### src/rtl/hack_arbiter_pkg.sv
// Shared types, constants and index helpers for the four-way Hack bus arbiter.
package hack_arbiter_pkg;

    localparam int unsigned NUM_REQ = 4;
    localparam int unsigned IDX_W   = 2;

    // Arbiter control states.
    typedef enum logic {
        IDLE  = 1'b0,
        GRANT = 1'b1
    } state_e;

    // Rotate a client index by an offset, wrapping mod NUM_REQ.
    function automatic logic [IDX_W-1:0] rot_idx(input logic [IDX_W-1:0] idx,
                                                 input logic [IDX_W-1:0] off);
        return IDX_W'(idx + off);
    endfunction

    // One-hot expansion of a client index.
    function automatic logic [NUM_REQ-1:0] onehot4(input logic [IDX_W-1:0] idx);
        logic [NUM_REQ-1:0] v;
        v      = '0;
        v[idx] = 1'b1;
        return v;
    endfunction

endpackage

### src/rtl/hack_rr_pick4.sv
// Combinational round-robin pick: first unmasked requester scanning from ptr.
//   req_i   : request vector, bit k is client k
//   ptr_i   : index scanned first
//   mask_i  : clients excluded from this pick
//   found_o : some eligible requester exists
//   idx_o   : winning index (ptr_i when nothing found)
module hack_rr_pick4
    import hack_arbiter_pkg::*;
(
    input  logic [NUM_REQ-1:0] req_i,
    input  logic [IDX_W-1:0]   ptr_i,
    input  logic [NUM_REQ-1:0] mask_i,
    output logic               found_o,
    output logic [IDX_W-1:0]   idx_o
);

    logic [NUM_REQ-1:0] elig;
    logic [IDX_W-1:0]   cand;

    assign elig = req_i & ~mask_i;

    // Scan ptr, ptr+1, ... and keep the first eligible hit.
    always_comb begin
        found_o = 1'b0;
        idx_o   = ptr_i;
        cand    = ptr_i;
        for (int i = 0; i < int'(NUM_REQ); i++) begin
            cand = rot_idx(ptr_i, IDX_W'(i));
            if (!found_o && elig[cand]) begin
                found_o = 1'b1;
                idx_o   = cand;
            end
        end
    end

endmodule

### src/rtl/hack_arbiter4.sv
// Four-way round-robin arbiter driving the hack_decoder2 select pair.
// Holds a grant until done or an optional hold timeout, then rotates
// priority to the requester after the previous owner.
//   clk, reset : clock and synchronous active-high reset
//   req        : request vector, req[k] is client k
//   done       : owner releases the bus (ignored while idle)
//   s0, s1     : registered select, owner = 2*s1 + s0
//   valid      : a grant is active
//   gnt        : one-hot grant, zero while idle
//   timeout    : one-cycle pulse when the grant was revoked by timeout
module hack_arbiter4
    import hack_arbiter_pkg::*;
#(
    parameter int unsigned TIMEOUT = 0,
    parameter int unsigned CNT_W   = 8
) (
    input  logic               clk,
    input  logic               reset,
    input  logic [NUM_REQ-1:0] req,
    input  logic               done,
    output logic               s0,
    output logic               s1,
    output logic               valid,
    output logic [NUM_REQ-1:0] gnt,
    output logic               timeout
);

    localparam logic [CNT_W-1:0] CNT_MAX = '1;
    localparam logic [CNT_W-1:0] TO_LAST = (TIMEOUT == 0) ? '0 : CNT_W'(TIMEOUT - 1);
    localparam logic             TO_EN   = (TIMEOUT != 0);

    state_e             state_q, state_d;
    logic [IDX_W-1:0]   ptr_q, ptr_d;
    logic [IDX_W-1:0]   idx_q, idx_d;
    logic [CNT_W-1:0]   cnt_q, cnt_d;
    logic               valid_q, valid_d;
    logic [NUM_REQ-1:0] gnt_q, gnt_d;
    logic               to_q, to_d;

    logic [IDX_W-1:0]   pick_ptr;
    logic [NUM_REQ-1:0] pick_mask;
    logic               pick_found;
    logic [IDX_W-1:0]   pick_idx;
    logic               to_hit;

    // While granted, the pick is the release pick: start after the owner and skip it.
    assign pick_ptr  = (state_q == GRANT) ? rot_idx(idx_q, IDX_W'(1)) : ptr_q;
    assign pick_mask = (state_q == GRANT) ? onehot4(idx_q) : '0;
    assign to_hit    = TO_EN && (cnt_q == TO_LAST);

    hack_rr_pick4 u_pick (
        .req_i   (req),
        .ptr_i   (pick_ptr),
        .mask_i  (pick_mask),
        .found_o (pick_found),
        .idx_o   (pick_idx)
    );

    // State and output registers.
    always_ff @(posedge clk) begin
        if (reset) begin
            state_q <= IDLE;
            ptr_q   <= '0;
            idx_q   <= '0;
            cnt_q   <= '0;
            valid_q <= 1'b0;
            gnt_q   <= '0;
            to_q    <= 1'b0;
        end else begin
            state_q <= state_d;
            ptr_q   <= ptr_d;
            idx_q   <= idx_d;
            cnt_q   <= cnt_d;
            valid_q <= valid_d;
            gnt_q   <= gnt_d;
            to_q    <= to_d;
        end
    end

    // Next-state and next-output logic.
    always_comb begin
        state_d = state_q;
        ptr_d   = ptr_q;
        idx_d   = idx_q;
        cnt_d   = cnt_q;
        valid_d = valid_q;
        gnt_d   = gnt_q;
        to_d    = 1'b0;

        case (state_q)
            IDLE: begin
                if (pick_found) begin
                    state_d = GRANT;
                    idx_d   = pick_idx;
                    gnt_d   = onehot4(pick_idx);
                    valid_d = 1'b1;
                    cnt_d   = '0;
                end
            end
            GRANT: begin
                if (cnt_q != CNT_MAX) begin
                    cnt_d = cnt_q + CNT_W'(1);
                end
                if (done || to_hit) begin
                    ptr_d = rot_idx(idx_q, IDX_W'(1));
                    // done wins over a coincident timeout: no pulse.
                    to_d  = !done;
                    if (pick_found) begin
                        idx_d = pick_idx;
                        gnt_d = onehot4(pick_idx);
                        cnt_d = '0;
                    end else begin
                        state_d = IDLE;
                        idx_d   = '0;
                        gnt_d   = '0;
                        valid_d = 1'b0;
                        cnt_d   = '0;
                    end
                end
            end
            default: begin
                state_d = IDLE;
            end
        endcase
    end

    assign s0      = idx_q[0];
    assign s1      = idx_q[1];
    assign valid   = valid_q;
    assign gnt     = gnt_q;
    assign timeout = to_q;

endmodule

### config.mk
export PLATFORM = sky130hd
export DESIGN_NAME = hack_arbiter4
export DESIGN_NICKNAME = d
export VERILOG_FILES = /design/src/rtl/hack_arbiter_pkg.sv /design/src/rtl/hack_rr_pick4.sv /design/src/rtl/hack_arbiter4.sv
export SDC_FILE = /design/constraint.sdc
export NUM_CORES = 1
export LEC_CHECK = 0
export BUFFER_PORTS_ARGS = -buffer_cell sky130_fd_sc_hd__buf_4
export CAP_MARGIN = 25
export CORE_ASPECT_RATIO = 0.9
export CORE_UTILIZATION = 39
export CTS_CLUSTER_DIAMETER = 60
export DETAILED_ROUTE_END_ITERATION = 10
export GPL_ROUTABILITY_DRIVEN = 0
export GPL_TIMING_DRIVEN = 0
export PLACE_DENSITY = 0.68
export REMOVE_ABC_BUFFERS = 1
export SLEW_MARGIN = 10
export SYNTH_ARGS = -nofsm -noshare
export SYNTH_HDL_FRONTEND = slang
export SYNTH_SLANG_ARGS = --single-unit
export TNS_END_PERCENT = 10
### constraint.sdc
create_clock -name clk -period 2.8 [get_ports clk]
set_input_delay 0.14 -clock clk [delete_from_list [all_inputs] [get_ports clk]]
set_output_delay 0.14 -clock clk [all_outputs]
set_load 0.05 [all_outputs]
Yosys cells after proc, flatten, opt, wreduce, memory -nomap -nowiden
Cells that the tools add are included.
{"block": "op_classes", "n_addsub": 4, "mul": 0, "div_mod_pow": 0, "magnitude_cmp": 8, "n_eq_ne": 3, "n_shift": 0, "muxes": 36, "bitwise_logic": 4, "n_reduce_logical": 13}
{"cell": "less-than comparator 2 x 3 -> 1 bit (second input constant)", "count": 6}
{"cell": "2-to-1 mux 4 bit", "count": 4}
{"cell": "2-to-1 mux 1 bit", "count": 15}
{"cell": "2-to-1 mux 2 bit", "count": 7}
{"cell": "binary-select mux 1 bit (select 2 bit)", "count": 4}
{"cell": "one-hot mux 4 bit (2 select lines)", "count": 1}
{"cell": "inequality test 2 bit (second input constant)", "count": 3}
{"cell": "logical AND 1 bit", "count": 5}
{"cell": "adder 2 x 1 -> 2 bit (second input constant)", "count": 2}
{"cell": "adder 2 bit (second input constant)", "count": 2}
{"cell": "AND 4 bit", "count": 1}
{"cell": "demux 1 bit (select 2 bit)", "count": 2}
{"cell": ">= comparator 2 x 1 -> 1 bit (second input constant)", "count": 2}
{"cell": "logical NOT 1 bit", "count": 4}
{"cell": "inverter 4 bit", "count": 1}
{"cell": "one-hot mux 1 bit (2 select lines)", "count": 2}
{"cell": "one-hot mux 2 bit (2 select lines)", "count": 1}
{"cell": "AND reduction 2 bit", "count": 2}
{"cell": "AND reduction 3 bit", "count": 1}
{"cell": "OR reduction 3 bit", "count": 1}
{"cell": "inverter 1 bit", "count": 2}
{"block": "totals", "ff_bits": 11, "latch_bits": 0, "ramBits": 0, "rom_bits": 0, "input_bits": 7, "output_inout_bits": 8, "word_cells": 74, "memories": 0}

Longest topological paths before layout
{"block": "depth", "ltp_word": 26, "depth_mapped": 8}

Hierarchy
Synthesis repeated with hierarchy kept, for this count alone.
{"block": "unflattened", "cells_unflattened": 72, "area_unflattened_um2": 666.9}
{"mod": "hack_arbiter4", "n_inst": 1, "cells_each": 51, "area_per_inst_um2": 530.5, "seq_area_each_um2": 220.2}
{"mod": "hack_rr_pick4", "n_inst": 1, "cells_each": 21, "area_per_inst_um2": 136.4, "seq_area_each_um2": 0.0}

Worst setup path before layout
Ideal clock, no wire load.
{"block": "synth_timing", "path_kind": "register to register", "startpoint": "reg idx_q[0]", "endpoint": "reg gnt_q[2] (netlist: gnt[2])", "arrival_ns": 2.299, "required_ns": 2.716, "setup_slack_ns": 0.417, "path_stages_with_launch": 8, "path_buffers": 0, "period_less_slack_ns": 2.383, "path_cell_list": "dfxtp_1 -> inv_1 -> ha_1 -> mux2i_2 -> nor3_1 -> o41a_1 -> or3_4 -> o31ai_2"}
{"block": "synth_between", "elab_chain_len": 26}
{"element": "start: declaration", "line": "hack_arbiter4.sv:34", "text": "logic [IDX_W-1:0] idx_q, idx_d;"}
{"element": "start signal: assignment", "line": "hack_arbiter4.sv:72", "text": "idx_q <= idx_d;"}
{"element": "less-than comparator 2 x 3 -> 1 bit (not written as such) / >= comparator 2 x 1 -> 1 bit (equally long branches)", "line": "hack_arbiter_pkg.sv:23", "text": "v[idx] = 1'b1;"}
{"element": "logical AND 1 bit (not written as such)", "line": "hack_arbiter_pkg.sv:23"}
{"element": "2-to-1 mux 1 bit (not written as such)", "line": "hack_arbiter_pkg.sv:23"}
{"element": "demux 1 bit (select 2 bit)", "line": "hack_arbiter_pkg.sv:23"}
{"element": "2-to-1 mux 4 bit", "line": "hack_arbiter4.sv:48", "text": "assign pick_mask = (state_q == GRANT) ? onehot4(idx_q) : '0;"}
{"element": "inverter 4 bit", "line": "hack_rr_pick4.sv:20", "text": "assign elig = req_i & ~mask_i;"}
{"element": "AND 4 bit", "line": "hack_rr_pick4.sv:20"}
{"element": "binary-select mux 1 bit (select 2 bit)", "line": "hack_rr_pick4.sv:29", "text": "if (!found_o && elig[cand]) begin"}
{"element": "(+10 left out)"}
{"element": "2-to-1 mux 2 bit", "line": "hack_rr_pick4.sv:29"}
{"element": "less-than comparator 2 x 3 -> 1 bit (not written as such) / >= comparator 2 x 1 -> 1 bit (equally long branches)", "line": "hack_arbiter_pkg.sv:23"}
{"element": "logical AND 1 bit (not written as such)", "line": "hack_arbiter_pkg.sv:23"}
{"element": "2-to-1 mux 1 bit (not written as such)", "line": "hack_arbiter_pkg.sv:23"}
{"element": "demux 1 bit (select 2 bit)", "line": "hack_arbiter_pkg.sv:23"}
{"element": "2-to-1 mux 4 bit", "line": "hack_arbiter4.sv:108", "text": "if (pick_found) begin"}
{"element": "2-to-1 mux 4 bit", "line": "hack_arbiter4.sv:104", "text": "if (done || to_hit) begin"}
{"element": "one-hot mux 4 bit (2 select lines)", "line": "hack_arbiter4.sv:90", "text": "case (state_q)"}
{"element": "end signal: assignment", "line": "hack_arbiter4.sv:75", "text": "gnt_q <= gnt_d;"}
{"element": "end: declaration", "line": "hack_arbiter4.sv:37", "text": "logic [NUM_REQ-1:0] gnt_q, gnt_d;"}
Parallel ways exist; a longest one is shown, timed or not. The select of a mux whose other input is x is not followed.
A chain may end at the register's enable or synchronous reset.

Worst setup path after layout
Ends and elaborated chain as after synthesis.

==> results list <==
* Slowest CP cell: dfxtp_1
- Summed over all nets, the switching power comes to 0.000196 W.
* Hold violation total from the final report: 0
- Input and output buffers added on the ports amount to 14.
* Overall power after layout: approximately 0.00050 W
- The first global-routing pass estimated 2500 um of wire.
- Cell internal power was estimated by the tool at just over 0.0003 W.
* CTS HTree Levels: 1
- Total Nets Final: 113
- The number of antenna violations at the first check in global routing is 0.
- Post-layout minimum cycle time: 2290 ps
- Clock latency on the worst-skew pair: 270 ps
* Post-synthesis cell type with the largest combined area: dfxtp_1
* Post-CTS setup buffer count: 0
- Drt wl/cell: 12.0 um
- Clock Power Share: 21.7%
- Top-level I/O count: 15
* Area of combinational cells with multiple inputs: 458 um2
- Of the total power, registers draw 38.5%.
* Highest attainable clock frequency: 0.438 GHz
* DPL Wire Length: 1160 um
- Global routing finished with a remaining overflow of 0.
- In this run the worst hold path is classified as in2reg.
- For this run, design rule violations remaining after detail routing come to 0.
- The die covers 0.00204 mm2.
* Effective utilization at floorplan: 42.4%
- Hold Buf Count CTS: 0
- Count of maximum capacitance violations: 0
- Relative to the synthesized area, the layout overhead comes to 18.4%.
- Diodes inserted: 0
- At the worst endpoint, the required time is 2990 ps.
* CTS Root Cell: clkbuf_4
- Avg Vias per Cell: approximately 5.4
* Worst Hold Margin: ~120 ps
- Number of distinct standard cells referenced by the synthesized netlist: 37
- Number of pins with negative max-slew slack in the final report: 0
- TritonCTS built the clock tree.
* Final total negative setup slack: 0 ps
- Actual transition at the worst max-transition pin: 683 ps
* Filler cell count: 180
* IR drop worst, VDD: 321 uV
- Count of yosys warnings during synthesis: 0
- Final period utilization: 81.6%
- The clock arrives with 3.38 ps of skew.
* Cell types occupying the most area after synthesis: dfxtp_1 30%, a21oi_1 8.9%, ha_1 6.9%, nand2_1 4.1%, inv_1 3.1%
- Count of state elements after synthesis: 11
* Row cnt: 14
- Total Routing Usage GR: 16.8%
* 1st-pass router iterations: 4
* Seq/Total Area, Yosys: ~30%
- Entering global routing, the biggest net connects 20 pins.
- Along the worst path, the maximum fanout reaches 7.
- Number of failing setup endpoints in the final timing report: 0
- Width of the die: 47.6 um
- Yosys mapped a number of flops with a built-in enable equal to 0.
- Ys flop type: dfxtp_1
* Switching Fraction: 39.2%
- Max clock buf depth: 2
- By instance count, the leading cell after synthesis is a21oi_1.
- Outcome: complete, no violations
* CTS-repair resized insts: 0
* Gate count after technology mapping: 87
- Arrival time worst endpoint: 2470 ps
- Cell types with the highest counts after synthesis: 13 x a21oi_1, 11 x dfxtp_1, 8 x nand2_1, 6 x inv_1, 4 x ha_1
* TritonCTS Sinks: 11
- Proportion of layout cells with a drive suffix above 1: 25.7%
- The via count of the first global-routing pass was 590.
- Core area: 0.00172 mm2
* Routed length on met2: 642 um
- Power density cells: about 580 mW/mm2
* Max_slew headroom: between 50% and 60%
- Of the total power, combinational logic draws between 30% and 40%.
* Endpoint type of the worst setup path: flip-flop
- Total routed wirelength: about 1500 um
- The count of nets left with antenna violations once routing finished came out at 0.
- Portion of synthesized cell area occupied by the leading cell type: 30.2%
* Synthesized area: approximately 730 um2
- The worst setup path is launched from a flip-flop.
* Utilization of the core after routing: 50.2%
- Height of the chip: roughly 43 um
* Detailed-routed wire length on met3: 107 um
- Counting flops with an async set or reset pin after synthesis yields a share of 0%.
- After clock tree synthesis, the clock-pin slew on the worst setup and hold paths is about 70 ps.
* Post-Syn Area per Cell: 8.37 um2
- The largest single stage delay on the critical path is 480 ps.
- After the first detailed-routing iteration, the DRC count stood at 19.
* RSZ-0062 raised after global routing: false
- Top Layer Used: met4
- The number of clock buffers added by TritonCTS is 3.
- Category of the most critical setup path: reg2reg
- Registers take 220 um2.
- For this design the static power due to leakage is 0.352 nW.
- Critical Path, Cell by Cell: inv_1 -> ha_1 -> mux2i_2 -> nor3_1 -> o41a_1 -> or3_4 -> o31ai_2
- Detailed routing inserted a total of 674 vias.
- Wl on met1: approximately 740 um
-- layout by cell type, fill, tap and decap left out, types with 2 or more instances in the layout --
cell	instances
a21bo_2	2
nand3b_1	3
inv_1	6
o21ai_0	3
ha_1	4
nand2b_1	2
dfxtp_1	11
nor3_1	3
nand2_1	8
o22ai_1	2
a311oi_1	2
nor2_1	3
buf_4	14
clkbuf_4	3
a21oi_1	13
o21ai_1	2
-- logic make-up after synthesis --
group,share of synthesized area [%]
and+or+nand+nor,16.5
adders and majority gates,6.87
DFF,30.2
AOI/OAI and AO/OA,35.6
muxes,3.44
other,0.515
buffers and inverters,6.87
-- final timing paths --
check	startpoint	to	slack, ps	cells after the start
setup reg to reg	idx_q[0]$_SDFFE_PP0P_	gnt[2]$_SDFFE_PP0P_	510	7
hold / removal	done	valid$_SDFFE_PP0P_	120	2
setup / recovery	idx_q[0]$_SDFFE_PP0P_	gnt[2]$_SDFFE_PP0P_	510	7
hold reg to reg	gnt[0]$_SDFFE_PP0P_	gnt[0]$_SDFFE_PP0P_	480	2
-- cell type report --
| class | count | share of cell area [%] |
|---|---|---|
| Tap cell | 24 | 3.48 |
| Timing Repair Buffer | 14 | 12.2 |
| Multi-Input combinational cell | 66 | 53.1 |
| Inverter | 6 | 2.61 |
| Sequential cell | 11 | 25.5 |
| Clock buffer | 4 | 3.05 |
-- worst max-delay path: cells and delay by family (launching register included) --
family / cells / cell delay, ps
AOI/OAI and AO/OA: 2 / 530
buffers and inverters: 1 / 110
and+or+nand+nor: 2 / 440
muxes: 1 / 290
adders and majority gates: 1 / 350
DFF: 1 / 480
-- per-stage QoR --
stage | setup slack (ps) | area [um2] | instances
detailed placement | 548 | 836 | 121
floorplan | 416 | 701 | 83
finish | 514 | 862 | 125
global placement | 607 | 836 | 121
global route | 418 | 862 | 125
CTS | 537 | 862 | 125
-- sequential cells by signal, indices dropped and copies added (netlist names) --
register,count
state_q,1
timeout,1
valid,1
idx_q,2
ptr_q,2
gnt,4
-- routing by layer --
metal	vias up	GRT usage [%]
met5	-	0
met2	23	24.7
met3	2	7.66
met4	0	1.67
met1	300	23.4
li1	349	-
-- power groups by stage --
| stage | clock [W] | sequential [W] | combinational (W) |
|---|---|---|---|
| finish | 0.000109 | 0.000192 | 0.000199 |
| global route | 0.000116 | 0.000195 | 0.000216 |
| CTS | 0.000110 | 0.000192 | 0.000199 |
| detailed placement | 0 | 0.000196 | 0.000198 |
| global placement | 0 | 0.000195 | 0.000195 |
| floorplan | 0 | 0.000239 | 0.000101 |
No activity file was read; power rests on OpenSTA's default activity.
